==> src/rtl/crc16_stream.sv <==
`timescale 1ns/1ps
// Streaming CRC-16 (MSB-first, no reflection), DATA_W/8 bytes folded per accepted beat.
// Result appears the cycle after the eof beat and is held in HOLD with s_ready=0 until crc_ready.
module crc16_stream #(
  parameter int          DATA_W = 64,
  parameter logic [15:0] POLY   = 16'h1021,
  parameter logic [15:0] INIT   = 16'hFFFF
) (
  input  logic                clk,
  input  logic                rst,
  input  logic                s_valid,
  output logic                s_ready,
  input  logic [DATA_W-1:0]   s_data,
  input  logic [DATA_W/8-1:0] s_keep,
  input  logic                s_sof,
  input  logic                s_eof,
  input  logic                chk_en,
  input  logic [15:0]         chk_crc,
  output logic                crc_valid,
  input  logic                crc_ready,
  output logic [15:0]         crc_out,
  output logic                crc_match,
  output logic                frame_err
);

  localparam int NB = DATA_W / 8;

  typedef enum logic [1:0] {IDLE, ACCUM, HOLD} state_t;

  state_t        state_q, state_d;
  logic [15:0]   crc_q, crc_d;
  logic          err_q, err_d;
  logic          rdy_q, rdy_d;
  logic [15:0]   crc_out_q, crc_out_d;
  logic          ferr_q, ferr_d;
  logic          chk_en_q, chk_en_d;
  logic [15:0]   chk_crc_q, chk_crc_d;

  logic          accept;
  logic          fin;
  logic          run;
  logic          keep_err;
  logic [NB-1:0] byte_en;
  logic [15:0]   crc_upd;

  function automatic logic [15:0] crc_byte(input logic [15:0] c, input logic [7:0] b);
    logic [15:0] r;
    r = c ^ {b, 8'h00};
    for (int i = 0; i < 8; i++) begin
      r = r[15] ? ((r << 1) ^ POLY) : (r << 1);
    end
    return r;
  endfunction

  assign accept = s_valid & rdy_q;

  // Only the low contiguous run of keep bits counts; anything above a gap is a keep error.
  always_comb begin
    byte_en  = '1;
    keep_err = 1'b0;
    run      = 1'b1;
    if (s_eof) begin
      for (int k = 0; k < NB; k++) begin
        run        = run & s_keep[k];
        byte_en[k] = run;
      end
      keep_err = (byte_en != s_keep);
    end
  end

  always_comb begin
    crc_upd = ((state_q == IDLE) || s_sof) ? INIT : crc_q;
    for (int k = 0; k < NB; k++) begin
      if (byte_en[k]) crc_upd = crc_byte(crc_upd, s_data[8*k +: 8]);
    end
  end

  always_comb begin
    state_d   = state_q;
    crc_d     = crc_q;
    err_d     = err_q;
    crc_out_d = crc_out_q;
    ferr_d    = ferr_q;
    chk_en_d  = chk_en_q;
    chk_crc_d = chk_crc_q;
    fin       = 1'b0;
    case (state_q)
      IDLE: begin
        if (accept) begin
          if (s_sof) begin
            crc_d   = crc_upd;
            state_d = ACCUM;
            fin     = s_eof;
          end else begin
            err_d = 1'b1;
          end
        end
      end
      ACCUM: begin
        if (accept) begin
          crc_d = crc_upd;
          if (s_sof) err_d = 1'b1;
          fin = s_eof;
        end
      end
      HOLD: begin
        if (crc_ready) begin
          state_d = IDLE;
          err_d   = 1'b0;
        end
      end
      default: state_d = IDLE;
    endcase
    if (fin) begin
      state_d   = HOLD;
      crc_out_d = crc_upd;
      ferr_d    = err_d | keep_err;
      chk_en_d  = chk_en;
      chk_crc_d = chk_crc;
    end
    rdy_d = (state_d != HOLD);
  end

  always_ff @(posedge clk) begin
    if (!rst) begin
      state_q   <= IDLE;
      crc_q     <= INIT;
      err_q     <= 1'b0;
      rdy_q     <= 1'b0;
      crc_out_q <= 16'h0000;
      ferr_q    <= 1'b0;
      chk_en_q  <= 1'b0;
      chk_crc_q <= 16'h0000;
    end else begin
      state_q   <= state_d;
      crc_q     <= crc_d;
      err_q     <= err_d;
      rdy_q     <= rdy_d;
      crc_out_q <= crc_out_d;
      ferr_q    <= ferr_d;
      chk_en_q  <= chk_en_d;
      chk_crc_q <= chk_crc_d;
    end
  end

  assign s_ready   = rdy_q;
  assign crc_valid = (state_q == HOLD);
  assign crc_out   = crc_out_q;
  assign crc_match = chk_en_q & (crc_out_q == chk_crc_q);
  assign frame_err = ferr_q;

endmodule

==> config.mk <==
export PLATFORM = sky130hd
export DESIGN_NAME = crc16_stream
export DESIGN_NICKNAME = d
export VERILOG_FILES = /design/src/rtl/crc16_stream.sv
export SDC_FILE = /design/constraint.sdc
export NUM_CORES = 1
export LEC_CHECK = 0
export ABC_CLOCK_PERIOD_IN_PS = 10000
export CORE_MARGIN = 5
export CORE_UTILIZATION = 58
export CTS_CLUSTER_DIAMETER = 50
export DETAILED_ROUTE_END_ITERATION = 8
export PLACE_DENSITY = 0.83
export RECOVER_POWER = 100
export SYNTH_ARGS = -nofsm -noshare
export SYNTH_HDL_FRONTEND = slang
export SYNTH_SLANG_ARGS = --single-unit
==> constraint.sdc <==
create_clock -name clk -period 10 [get_ports clk]
set_clock_uncertainty 0.1 [all_clocks]
set_input_delay 2 -clock clk [delete_from_list [all_inputs] [get_ports clk]]
set_output_delay 2 -clock clk [all_outputs]
set_load 0.1 [all_outputs]
# ---- Yosys cells after proc, flatten, opt, wreduce, memory -nomap -nowiden
# Cells that the tools add are included.
dict set report totals {
  reg_bits 54
  input_bits 95
  out_inout_bits 20
  wordCells 196
}
dict set report classes {
  n_eq_ne 8
  muxes 94
  bitwise_logic 82
  reduce_logical 4
}
# operator n
set ops {}
lappend ops {{two-way mux 13 bit} 64}
lappend ops {{two-way mux 16 bit} 12}
lappend ops {{inverter 3 bit} 64}
lappend ops {{bitwise XOR 16 bit} 8}
lappend ops {{one-hot mux 16 bit (2 select lines)} 1}
lappend ops {{equality test 16 bit} 1}
lappend ops {{AND 1 bit} 9}
lappend ops {{two-way mux 1 bit} 9}
lappend ops {{two-way mux 2 bit} 4}
lappend ops {{two-way mux 8 bit} 1}
lappend ops {{!= test 2 bit, second input constant} 4}
lappend ops {{!= test 7 bit} 1}
lappend ops {{one-hot mux 2 bit (3 select lines)} 1}
lappend ops {{AND reduction 4 bit} 1}
lappend ops {{one-hot mux 1 bit (3 select lines)} 1}
lappend ops {{equality test 2 x 1 -> 1 bit, second input constant} 1}
lappend ops {{equality test 2 bit, second input constant} 1}
lappend ops {{logical NOT 2 bit} 1}
lappend ops {{one-hot mux 1 bit (2 select lines)} 1}
lappend ops {{nonzero test 2 bit} 1}
lappend ops {{logical OR 1 bit} 1}
lappend ops {{bitwise OR 1 bit} 1}

# ---- Longest topological paths before layout
# Gate-level depths: netlist of run 1.
dict set report logic_depth {
  word_depth 150
  ltp_mapped 29
  ltp_nobuf 24
}

# ---- Worst setup path after synthesis of run 1
# Ideal clock, no wire load.
dict set report synth_timing {
  kind {input to register}
  start {input port s_sof}
  end {register crc_q[5]}
  setup_ns 0.087
  arrival_ns 7.951
  required_time_ns 9.813
  slack_ns 1.862
  path_stages 26
  n_path_buf 2
  cell_sequence {o21bai_2 buf_6 buf_6 or3_1 o211ai_1 nand2_1 o311ai_4 xnor3_1 xnor2_2 a21oi_2 or3_1 mux2i_1 nor4_4 a2111o_1 and3_1 or2_4 xor2_4 nor3b_2 nor4_1 or3_1 mux2i_2 xnor3_1 xnor2_1 xnor2_1 nor2_1 o31ai_1}
}
dict set report synth_between {
  elab_chain_len 81
  word_cells_on_any_way 143
  classes_between {eq/ne: 1; mux: 77; bitwise: 63; reduce/logical: 2}
}
# item line
set synth_rtl {}
lappend synth_rtl {{start: declaration} 15} ;# input logic s_sof,
lappend synth_rtl {{logical OR 1 bit} 72} ;# crc_upd = ((state_q == IDLE) || s_sof) ? INIT : crc_q;
lappend synth_rtl {{two-way mux 16 bit} 72}
lappend synth_rtl {{bitwise XOR 16 bit} 48} ;# r = c ^ {b, 8'h00};
lappend synth_rtl {{two-way mux 13 bit (4 in series)} 50} ;# r = r[15] ? ((r << 1) ^ POLY) : (r << 1);
lappend synth_rtl {{two-way mux 13 bit or inverter 3 bit (tied branches)} --}
lappend synth_rtl {{two-way mux 13 bit} 50}
lappend synth_rtl {{inverter 3 bit (no line) or two-way mux 13 bit (tied branches)} --}
lappend synth_rtl {{two-way mux 13 bit} 50}
lappend synth_rtl {{[60 not listed]} --}
lappend synth_rtl {{two-way mux 13 bit (3 in series)} 50}
lappend synth_rtl {{two-way mux 13 bit or inverter 3 bit (tied branches)} --}
lappend synth_rtl {{inverter 3 bit (no line) or two-way mux 13 bit (tied branches)} --}
lappend synth_rtl {{two-way mux 13 bit} 50}
lappend synth_rtl {{two-way mux 16 bit} 74} ;# if (byte_en[k]) crc_upd = crc_byte(crc_upd, s_data[8*k +: 8]);
lappend synth_rtl {{two-way mux 16 bit} 90} ;# if (s_sof) begin
lappend synth_rtl {{two-way mux 16 bit} 89} ;# if (accept) begin
lappend synth_rtl {{one-hot mux 16 bit (2 select lines)} 87} ;# case (state_q)
lappend synth_rtl {{end signal: assignment} 136} ;# crc_q <= crc_d;
lappend synth_rtl {{end: declaration} 31} ;# logic [15:0] crc_q, crc_d;
# Parallel ways exist; a longest one is shown, timed or not. The select of a mux whose other input is x is not followed.
# A chain may end at the register's enable or synchronous reset.

# ---- Final worst setup path of run 1
dict set report layout_timing {
  start {input port s_sof}
  end {register crc_q[7]}
}
dict set report layout_between {
  elab_chain_len 81
  word_cells_on_any_way 141
  classes_between {eq/ne: 1; mux: 77; bitwise: 61; reduce/logical: 2}
}
# item line
set layout_rtl {}
lappend layout_rtl {{logical OR 1 bit} 72}
lappend layout_rtl {{two-way mux 16 bit} 72}
lappend layout_rtl {{bitwise XOR 16 bit} 48}
lappend layout_rtl {{two-way mux 13 bit (2 in series)} 50}
lappend layout_rtl {{two-way mux 13 bit or inverter 3 bit (tied branches)} --}
lappend layout_rtl {{two-way mux 13 bit} 50}
lappend layout_rtl {{inverter 3 bit (no line) or two-way mux 13 bit (tied branches)} --}
lappend layout_rtl {{two-way mux 13 bit} 50}
lappend layout_rtl {{[62 not listed]} --}
lappend layout_rtl {{two-way mux 13 bit} 50}
lappend layout_rtl {{two-way mux 13 bit or inverter 3 bit (tied branches)} --}
lappend layout_rtl {{inverter 3 bit (no line) or two-way mux 13 bit (tied branches)} --}
lappend layout_rtl {{two-way mux 13 bit (3 in series)} 50}
lappend layout_rtl {{two-way mux 16 bit} 74}
lappend layout_rtl {{two-way mux 16 bit} 90}
lappend layout_rtl {{two-way mux 16 bit} 89}
lappend layout_rtl {{one-hot mux 16 bit (2 select lines)} 87}
# Parallel ways exist; a longest one is shown, timed or not. The select of a mux whose other input is x is not followed.

==> run_results.csv, run 1 <==
group,metric,value,unit
route,drc,0,
logic_synthesis,synth_common_cells,"127 x nand2_1, 108 x xnor2_1, 103 x nor2_1, 74 x a21oi_1, 54 x dfxtp_1",
min_path,hold_path.class,"reg2reg",
logic_synthesis,synthCells,1219,
run,maxCapViolCount,0,
run_status,status,"finished clean",
logic_synthesis,avgSynthCellArea,7.59,µm²
worst_setup_path,r2r_cells,26,
worst_setup_path,cp_max_fo,25,
logic_synthesis,ys_types,104,
floorplanning,die_height,136,µm
min_path,worstHoldPathCells,2,
timing,min_period,9630,ps
timing,tightest_slew,1410,ps
logic_synthesis,syn_nets,1314,
placement,dp_hpwl,23.6,mm
timing,slew_headroom,0.0571,
global_routing,grt_overflow,0,
route,drt_iter0_drc,1101,
clock_network,path_clk_slew,70,ps
route,vias_per_cell,6.44,
logic_synthesis,yosysTopAreaCellShare,0.117,
clock_network,root_buffer,"clkbuf_16",
global_routing,grt_max_degree,41,
global_routing,grt_pass1_vias,9054,
floorplanning,dieArea,18600,µm²
logic_synthesis,syn_area,9250,µm²
logic_synthesis,ys_ff_latch,54,
worst_setup_path,worstSetupPathType,"in2reg",
floorplanning,std_cell_rows,46,
logic_synthesis,yosysMostFrequentCell,"nand2_1",
placement,port_buffers,114,
worst_setup_path,rr_startpoint,"state_q[1]",
logic_synthesis,seq_area_frac_synth,0.117,
clock_network,htree_levels,2,
clock_network,cts_made_buffers,5,
worst_setup_path,cp-start-kind,"primary input",
floorplanning,io_pins,115,
route,vias,9816,
worst_setup_path,arrival,9660,ps
global_routing,grt.total_usage,0.309,
logic_synthesis,ys.flop_type,"dfxtp_1",
floorplanning,start_util,0.587,
placement,gp_congestion,0.988,
min_path,hold_end,"chk_en_q",
clock_network,cts_tree,"done",
timing,tns,0,ps
timing,max_freq,0.104,GHz
clock_network,clock_path_buffers,2,
cells_and_area,diodes,0,
timing,hold_viol_final,0,
timing,rsz0062_at_grt,"no",
cells_and_area,nNetsFinal,1402,
worst_setup_path,timing.rr.end,"crc_q[7]",
floorplanning,coreArea,15800,µm²
cells_and_area,syn_to_final_growth,16.8,%
logic_synthesis,async_reset_ff_frac,0,
logic_synthesis,yosysWarnings,0,
worst_setup_path,cp-end-kind,"flip-flop",
min_path,worstHoldStart,"chk_en_q",
clock_network,clock_latency,290,ps
timing,final_max_slew_viol_count,0,
global_routing,grt_pass1_wl,46.1,mm
logic_synthesis,synth-edff-count,0,
logic_synthesis,synth_top_cell_by_area,"dfxtp_1",
clock_network,cts_setup_buffers,0,
floorplanning,fp.dieW,136,µm
route,wire_per_inst,19.5,µm
timing,finalCritPeriodShare,0.963,
timing,setup_violations,0,
cells_and_area,drive_gt1_frac,0.0971,
route,dr.pass1.iters,5,
route,wirelength,29.8,mm
clock_network,cts.sinks,54,
worst_setup_path,r2r_slack,2020,ps
global_routing,antenna_found_initial,0,
route,ant_nets,0,
logic_synthesis,synth_area_leaders,"dfxtp_1 12%, xnor2_1 10%, xnor3_1 5.8%, nand2_1 5.2%, xor2_1 4.9%",
worst_setup_path,critical_path_required,10030,ps
[cells in the final DEF (no fill, tap or decap), drive strengths merged, types with 7 or more instances in the layout]
cell and instances:
nor2 111, nand4 21, o211ai 23, o31ai 13, and3 15, dfxtp 54, nand3 54, or3 26
clkbuf 10, nor4 18, a21o 10, or4 8, a211o 12, inv 23, xor3 7, o21ai 75
nand2 128, a31oi 19, xnor3 25, nor3b 9, and2 11, a21oi 78, a211oi 21, xnor2 120
o211a 10, xor2 56, nor3 43, buf 35, nand2b 7, dlygate4sd3 20, mux2i 33, clkdlybuf4s50 94
a21boi 8, o21a 19, and4 7
[per-stage QoR]
stage                     setup WS (ps)  hold WS (ps)  instances  instance area, µm²  utilization
final                               373           363       1524               10800        0.685
after global routing               65.5           392       1524               10800        0.685
after CTS                           590           363       1524               10800        0.686
after detailed placement            309           354       1516               10700        0.676
after global placement              477           350       1516               10700        0.676
after floorplan                    1860           337       1219                9250            -
[how the worst max path moves through the flow]
| stage | start | to | slack [ps] | cells after the start |
|---|---|---|---|---|
| 2_1_floorplan | s_sof | crc_q[5] | 1860 | 26 |
| 3_3_place_gp | s_sof | crc_out[2] | 480 | 27 |
| 3_5_place_dp | s_sof | crc_out[2] | 310 | 27 |
| 4_1_cts | s_sof | crc_out[2] | 590 | 27 |
| 5_1_grt | s_sof | crc_q[7] | 70 | 25 |
| 6_report | s_sof | crc_q[7] | 370 | 27 |
[sequential cells by signal, summed over array words and instances, names as in the netlist]
signal / count
chk_crc_q: 16
err_q: 1
s_ready: 1
chk_en_q: 1
frame_err: 1
crc_q: 16
crc_out: 16
state_q: 2
[layout make-up]
class | count | area (µm²)
clock buffers | 6 | 129
clock inverters | 2 | 37.5
multi-input cells | 1070 | 7780
well taps | 216 | 270
repair buffers | 153 | 1420
inverters | 23 | 86.3
fillers | 1371 | 4960
flip-flops and latches | 54 | 1080
[worst max-delay path, stage by stage]
cell	delay, ps
clkdlybuf4s50_1	560
o21bai_4	330
buf_4	300
nor3_1	80
buf_4	180
or3_1	330
a311oi_1	390
o21ai_0	200
a31oi_1	380
a21o_1	140
a31oi_1	160
xnor2_1	520
mux2i_1	270
or3_1	450
a21o_1	250
nand2_2	150
xnor3_1	430
a211o_1	310
a31oi_1	380
xnor2_1	250
xor3_1	290
nor2_2	50
xnor2_1	470
xnor2_1	250
xnor2_1	180
a21boi_0	250
o21ai_1	100
[cell families after synthesis]
group	synth area share
mux	0.0473
compound gates	0.266
xor+xnor	0.260
buf+inv	0.0439
flops	0.117
simple gates	0.266
[routing by layer]
layer	global-route usage	share of wire	vias up
met2	0.509	0.46	470
met1	0.406	0.42	4601
li1	-	-	4661
met5	0	0	-
met3	0.0614	0.083	84
met4	0.0969	0.035	0
[what timing repair did]
action / in CTS / in global routing
setup endpoints to repair: 0 / 7
endpoints found under the hold margin: 0 / 0
hold buffers: 0 / 0
gates resized for setup: 0 / 4
Power of run 1 is left out: the tool's default activity adds up to more than one toggle a clock period on the data nets, which glitch-free logic cannot reach.
==> inputs of run 2 (changes only) <==
--- a/config.mk
+++ b/config.mk
@@ -6,11 +6,11 @@
 export NUM_CORES = 1
 export LEC_CHECK = 0
 export ABC_CLOCK_PERIOD_IN_PS = 10000
-export CORE_MARGIN = 5
-export CORE_UTILIZATION = 58
+export CORE_UTILIZATION = 55
+export CTS_BUF_LIST = sky130_fd_sc_hd__clkbuf_4 sky130_fd_sc_hd__clkbuf_8
 export CTS_CLUSTER_DIAMETER = 50
 export DETAILED_ROUTE_END_ITERATION = 8
-export PLACE_DENSITY = 0.83
+export PLACE_DENSITY = 0.79
 export RECOVER_POWER = 100
 export SYNTH_ARGS = -nofsm -noshare
 export SYNTH_HDL_FRONTEND = slang
==> run 2 against run 1 <==
Die area fell by 6.6%. Via count down 2.4%. Clock-buffer cell count shrank 1. Critical endpoint is now crc_q[14]. Global-route usage up 1.2 points. Highest routed layer unchanged. Final cell count hardly changed.
==> run_results.csv, run 2 (synthesized netlist as in run 1, its figures left out) <==
group,metric,value,unit
cells_and_area,final_cell_area,10700,µm²
worst_setup_path,r2r_slack,2140,ps
timing,final_max_slew_viol_count,0,
clock_network,root_buffer,"clkbuf_8",
worst_setup_path,worstSetupPathType,"in2reg",
clock_network,clock_path_buffers,2,
run,maxCapViolCount,0,
cells_and_area,most-common-layout-cells,"127 x nand2_1, 109 x xnor2_1, 102 x nor2_1",
timing,setup_slack,575,ps
placement,dp_hpwl,22.5,mm
timing,finalCritPeriodShare,0.942,
floorplanning,io_pins,115,
timing,rsz0062_at_grt,"no",
min_path,hold_path.class,"reg2reg",
clock_network,htree_levels,2,
global_routing,grt_overflow,0,
route,dr.pass1.iters,6,
worst_setup_path,cpMostUsedCell,"xnor2_1",
route,route.met2.wl,13.5,mm
floorplanning,die_height,132,µm
route,wl_met3,1.78,mm
worst_setup_path,crit_buf_inv,2,
clock_network,cts_resized,0,
timing,max_freq,0.106,GHz
global_routing,grt_pass1_wl,45.4,mm
route,ant_nets,0,
global_routing,grt.total_usage,0.321,
timing,slew_headroom,0.00918,
global_routing,grt_max_degree,36,
route,drt_iter0_drc,947,
timing,tns,0,ps
cells_and_area,syn_to_final_growth,16.0,%
clock_network,cts_made_buffers,5,
run_status,status,"finished clean",
timing,hold_viol_final,0,
timing,min_period,9420,ps
route,wirelength_met1,12.5,mm
route,vias_per_cell,6.28,
worst_setup_path,arrival,9480,ps
clock_network,cts_setup_buffers,0,
worst_setup_path,cp_max_fo,17,
floorplanning,std_cell_rows,47,
placement,port_buffers,114,
floorplanning,dieArea,17300,µm²
route,wirelength,28.3,mm
worst_setup_path,cp_slowest_stage_delay,570,ps
worst_setup_path,cp-start-kind,"primary input",
clock_network,path_clk_slew,110,ps
clock_network,cts.sinks,54,
route,highest_layer,"met4",
route,drc,0,
floorplanning,start_util,0.560,
cells_and_area,diodes,0,
clock_network,cts_tree,"done",
floorplanning,coreArea,16500,µm²
timing,tightest_slew,1490,ps
global_routing,grt_pass1_vias,8597,
route,vias,9580,
clock_network,holdBufCountCts,0,
placement,pre_cts_ws,441,ps
route,wire_per_inst,18.6,µm
worst_setup_path,critical_path_required,10050,ps
clock_network,clock_latency,320,ps
timing,setup_violations,0,
global_routing,antenna_found_initial,0,
worst_setup_path,critical-path-top-delay-family,"compound AO/OA/AOI/OAI gates",
cells_and_area,nNetsFinal,1399,
floorplanning,fp.dieW,132,µm
worst_setup_path,cpMaxStageDelayCell,"clkdlybuf4s50_1",
placement,post_dp_cell_area,10700,µm²
cells_and_area,drive_gt1_frac,0.0966,
worst_setup_path,cp-end-kind,"flip-flop",
placement,gp_congestion,0.921,
cells_and_area,final_common_cell,"nand2_1",
run 2: layout make-up:
class | instances | area [µm²]
inverters | 23 | 86.3
clock inverters | 3 | 28.8
well taps | 220 | 275
clock buffers | 5 | 68.8
multi-input cells | 1070 | 7780
fillers | 1483 | 5790
repair buffers | 150 | 1420
flip-flops and latches | 54 | 1080
run 2: worst reg2reg max path, stage by stage, from the launching register on:
cell and delay [ps]:
dfxtp_1 380, o21bai_2 690, buf_4 350, buf_4 220, nor3_1 90, nor4_1 390, nor2_1 230, xnor3_1 460
a211oi_1 260, mux2i_1 140, o211ai_2 140, xnor2_1 200, o31ai_1 360, o21ai_1 250, a21oi_1 280, or2_0 400
xnor3_1 410, a211o_1 310, a31oi_2 310, xnor2_1 230, xor3_1 390, nor2_2 140, xnor2_1 200, xnor2_2 170
xnor2_1 300, o211a_1 200, o21ai_0 80
run 2: stage by stage:
stage | utilization | cells | hold WS (ps)
finish | 0.650 | 1525 | 376
global placement | 0.645 | 1517 | 344
detailed placement | 0.645 | 1517 | 360
global route | 0.650 | 1525 | 397
floorplan | - | 1219 | 337
CTS | 0.650 | 1525 | 376
run 2: path summary, 6_finish.rpt:
path | start | end | cells after the start
worst max-delay path | s_keep[0] | crc_q[14] | 26
worst min-delay path | chk_crc_q[3] | chk_crc_q[3] | 2
worst max register to register | state_q[1] | crc_q[14] | 26
worst min register to register | chk_crc_q[3] | chk_crc_q[3] | 2
run 2: metal layers:
metal / GRT usage / vias to the layer above
met5: 0 / -
met4: 0.0640 / 0
met3: 0.0278 / 39
met2: 0.545 / 412
met1: 0.443 / 4483
li1: - / 4646
Power of run 2 is left out for the same reason.
